**src/rtl/fifo_reader_pkg.sv**
```systemverilog
// fifo_reader_pkg: shared state/mode types and width helper for the FIFO burst reader
package fifo_reader_pkg;
  typedef enum logic {IDLE, BURST} rd_state_t;
  typedef enum logic {FULL, SHORT} burst_mode_t;
  function automatic int cnt_w(input int n);
    return n > 1 ? $clog2(n) : 1;
  endfunction
endpackage

```
**src/rtl/fifo_burst_reader.sv**
```systemverilog
// fifo_burst_reader: pops an FWFT FIFO in full or short bursts onto a registered valid/ready stream with last
module fifo_burst_reader
  import fifo_reader_pkg::*;
#(
  parameter int DATA_WIDTH     = 8,
  parameter int BURST_LEN      = 4,
  parameter int TIMEOUT_CYCLES = 16
) (
  input  logic                  clk,
  input  logic                  rst,
  input  logic                  fifo_empty,
  input  logic                  fifo_almost_empty,
  input  logic                  fifo_almost_full,
  input  logic [DATA_WIDTH-1:0] fifo_rd_data,
  output logic                  fifo_pop,
  input  logic                  flush_req,
  output logic                  m_valid,
  input  logic                  m_ready,
  output logic [DATA_WIDTH-1:0] m_data,
  output logic                  m_last,
  output logic                  busy
);
  localparam int BW = cnt_w(BURST_LEN);
  localparam int TW = cnt_w(TIMEOUT_CYCLES);
  localparam logic [BW-1:0] BEAT_MAX = BW'(BURST_LEN - 1);
  localparam logic [TW-1:0] TIME_MAX = TW'(TIMEOUT_CYCLES - 1);
  rd_state_t state_q, state_d;
  burst_mode_t mode_q, mode_d;
  logic [TW-1:0] timer_q, timer_d;
  logic [BW-1:0] beat_q, beat_d;
  logic m_valid_q, m_valid_d, m_last_q, m_last_d;
  logic [DATA_WIDTH-1:0] m_data_q, m_data_d;
  logic can_load, last_beat, start_full, start_short;
  always_comb begin
    can_load    = !m_valid_q || m_ready;
    fifo_pop    = !rst && state_q == BURST && !fifo_empty && can_load;
    last_beat   = beat_q == BEAT_MAX || (mode_q == SHORT && fifo_almost_empty);
    start_full  = state_q == IDLE && fifo_almost_full;
    start_short = state_q == IDLE && !fifo_almost_full && !fifo_empty && (timer_q == TIME_MAX || flush_req);
    state_d     = state_q;
    mode_d      = mode_q;
    beat_d      = beat_q;
    timer_d     = state_q == BURST || fifo_empty || fifo_almost_full ? '0
                : timer_q == TIME_MAX ? timer_q : timer_q + 1'b1;
    if (start_full || start_short) begin
      state_d = BURST;
      mode_d  = start_full ? FULL : SHORT;
      beat_d  = '0;
      timer_d = '0;
    end else if (fifo_pop) begin
      beat_d  = beat_q + 1'b1;
      state_d = last_beat ? IDLE : BURST;
    end
    m_data_d  = fifo_pop ? fifo_rd_data : m_data_q;
    m_valid_d = fifo_pop ? 1'b1 : m_valid_q && !m_ready;
    m_last_d  = fifo_pop ? last_beat : m_last_q && !m_ready;
  end
  always_ff @(posedge clk) begin
    if (rst) begin
      state_q   <= IDLE;
      mode_q    <= FULL;
      timer_q   <= '0;
      beat_q    <= '0;
      m_valid_q <= 1'b0;
      m_last_q  <= 1'b0;
      m_data_q  <= '0;
    end else begin
      state_q   <= state_d;
      mode_q    <= mode_d;
      timer_q   <= timer_d;
      beat_q    <= beat_d;
      m_valid_q <= m_valid_d;
      m_last_q  <= m_last_d;
      m_data_q  <= m_data_d;
    end
  end
  assign m_valid = m_valid_q;
  assign m_data  = m_data_q;
  assign m_last  = m_last_q;
  assign busy    = state_q == BURST || m_valid_q;
endmodule

```
**config.mk**
```make
export PLATFORM = sky130hd
export DESIGN_NAME = fifo_burst_reader
export DESIGN_NICKNAME = d
export VERILOG_FILES = /design/src/rtl/fifo_reader_pkg.sv /design/src/rtl/fifo_burst_reader.sv
export SDC_FILE = /design/constraint.sdc
export NUM_CORES = 1
export LEC_CHECK = 0
export CELL_PAD_IN_SITES_DETAIL_PLACEMENT = 1
export CELL_PAD_IN_SITES_GLOBAL_PLACEMENT = 2
export CORE_AREA = 2 2 60 62
export DETAILED_ROUTE_END_ITERATION = 16
export DIE_AREA = 0 0 62 64
export PLACE_DENSITY = 0.72
export SLEW_MARGIN = 20
export SYNTH_ARGS = -nofsm -noshare
export SYNTH_HDL_FRONTEND = slang
export SYNTH_SLANG_ARGS = --single-unit
```
**constraint.sdc**
```tcl
create_clock -name clk -period 1.42 [get_ports clk]
set_input_delay 0.213 -clock clk [delete_from_list [all_inputs] [get_ports clk]]
set_output_delay 0.213 -clock clk [all_outputs]
set_load 0.005 [all_outputs]
```
==> flow_summary.ini <==
[outcome]
status = finished with violations
violations = setup timing

[floorplan]
fp.dieArea_um2 = 3970
core_area_um2 = 3280
io_pins = 27
die_x_um = 62
rows = 21
fp.dieH_um = 64
start_util_pct = 23.4

[global_routing]
antenna_found_initial = 0
grt_overflow_total = 0
grt_usage_pct = 12.6
grt_pass1_vias = 864
grt_pass1_wl_um = 3780
grt_max_degree = 15

[placement]
place.gp.congestion = 0.741
portBuffers = 26
place_ws_ns = -0.506
hpwl_um = 1710

[timing]
slew_headroom_pct = 74.6
rsz0062_at_grt = yes
fin_ws_ns = -0.0619
worstMarginPinSlew_ns = 0.378
timing.setup.tns_ns = -0.122
hold_viol = 0
slew_violations = 0
setup_viol = 3
fin_crit_sh_pct = 104
max_freq_ghz = 0.675
period_needed_ns = 1.48
fin_skew_ns = 0.00253

[pwr]
p_per_area_nw_per_um2 = 776
p_leak_nw = 0.467
ir_drop_mv = 0.260
intPower_uw = 724
combPwrFrac_pct = 18.1
power_frac_clock_pct = 27.1
power.switching_uw = 239
switching_share_pct = 24.8
pwr-share-seq_pct = 54.8

[cts]
cts_inserted_buffers = 3
clk_pin_slew_ns = 0.10
cts.sink_count = 18
cts.htree.levels = 1
clk_latency_ns = 0.29
root_buffer = clkbuf_4
cts_tree = done
clockBufferDepth = 2

[detailed_routing]
first_pass_iters = 4
drtIter0Drc = 7
drc = 0
drtAntennaViolNets = 0
routed_wl_um = 2310
avgViaCountPerCell = 4.72
wl_per_cell_um = 13.3
routed-via-count = 817

[yosys]
synth_flop_cell = dfxtp_1
ys_async_sr_fraction_pct = 0
synth_area_leader_cell = dfxtp_1
ys_seq_elements = 18
synth_area_um2 = 769
yosysUniqueCellTypes = 28
yosys-top-cells-area = dfxtp_1, a21oi_1, nand3_1, o21ai_0, ha_1
avgSynthCellArea_um2 = 8.84
yosysSeqAreaShare_pct = 46.8
yosysMostFrequentCell = dfxtp_1
synth_top_area_share_pct = 46.8
yosys_warnings = 0
yosys-top-cells-count = dfxtp_1, a21oi_1, nand3_1, o21ai_0
syn_inst = 87
synth_nets = 104
synth_edf_count = 0

[final_layout]
nNetsFinal = 146
areaGrowthSynthToFinish_pct = 61.3
final_util_pct = 37.8
drive_gt1_share_pct = 26.0
num_antenna_cells = 0

[worst_setup_path]
start_kind = flip-flop
cp.required_ns = 1.21
end_kind = primary output
critical_path_class = flip-flop to primary output
path_max_fanout = 2
critical_path.slowest_cell = or3b_4
max_stage_delay_ns = 0.41
arrival_ns = 1.27
crit_chain = or3b_4 -> nor2_4 -> buf_2

[run]
max_cap_violations = 0

[hold_path]
hp-class = input port to flip-flop
## power groups by stage
stage	logic, mW	registers, mW	clock network, mW
CTS	0.164	0.528	0.278
global route	0.191	0.531	0.287
finish	0.174	0.528	0.261
floorplan	0.0547	0.537	0
detailed placement	0.163	0.538	0
global placement	0.160	0.538	0
## flip-flops by register name, summed over array words and instances, names as in the netlist
register and cells:
timer_q 4, beat_q 2, state_q 1, m_valid 1, mode_q 1, m_data 8
m_last 1
## per-stage QoR
stage               instances  instance area, µm²  hold slack (ns)  total power, mW
detailed placement        168                1170            0.469            0.701
global route              173                1240            0.466             1.01
global placement          168                1170            0.461            0.698
floorplan                  87                 769            0.290            0.592
finish                    173                1240            0.435            0.963
CTS                       171                1200            0.428            0.970
## what timing repair did
action,in CTS,in global routing
pin swaps,2,3
hold buffers,0,0
buffers inserted,0,2
resized for setup,14,9
setup endpoints to repair,5,11
## metal layers
layer	global-route usage, %	vias to the layer above	part of all wire [%]
met3	0.607	4	2.1
li1	-	400	-
met5	0	-	0
met1	16.8	400	44
met2	20.2	13	52
met4	5.59	0	1.7
## path summary, 6_finish.rpt
path | start | endpoint | slack, ns | cells past startpoint
setup reg to reg | state_q$_SDFFE_PP0P_ | beat_q[0]$_SDFFE_PP0P_ | -0.04 | 4
setup / recovery | state_q$_SDFFE_PP0P_ | fifo_pop | -0.06 | 3
hold reg to reg | beat_q[1]$_SDFFE_PP0P_ | beat_q[1]$_SDFFE_PP0P_ | 0.49 | 2
hold / removal | rst | m_valid$_SDFF_PP0_ | 0.44 | 3
## worst max-delay path: cells and delay by family (launching register included)
kind | cells | cell delay, ns
AND/OR/NAND/NOR | 2 | 0.50
flip-flops | 1 | 0.36
buffers and inverters | 1 | 0.11
## cells in the final DEF (no fill, tap or decap), types with 3 or more instances in the layout
master / netlist / routed
nand2b_1: 4 / 4
clkdlybuf4s50_1: 0 / 23
dfxtp_1: 18 / 13
nand3_1: 10 / 10
nor2_1: 4 / 3
a21oi_1: 13 / 12
buf_4: 0 / 14
o21ai_0: 10 / 10
clkbuf_4: 0 / 3
dfxtp_2: 0 / 5
## cells by family (layout without fill, tap and decap cells)
kind of cell,Yosys count,in the layout,synth area share (%)
compound gates,30,30,22.1
simple gates,30,30,23.6
flops,18,18,46.8
buf+inv,6,46,3.09
fa+ha+maj,2,2,3.25
xor+xnor,1,1,1.14
## area by class of cell
cell class                 instances  area, µm²
clock buffer                       3       22.5
fill                             394       2040
multi-input combinational         63        414
timing repair buffer              42        377
inverter                           1       3.75
tap                               46       57.6
sequential                        18        367
(Power assumes the default switching activity.)
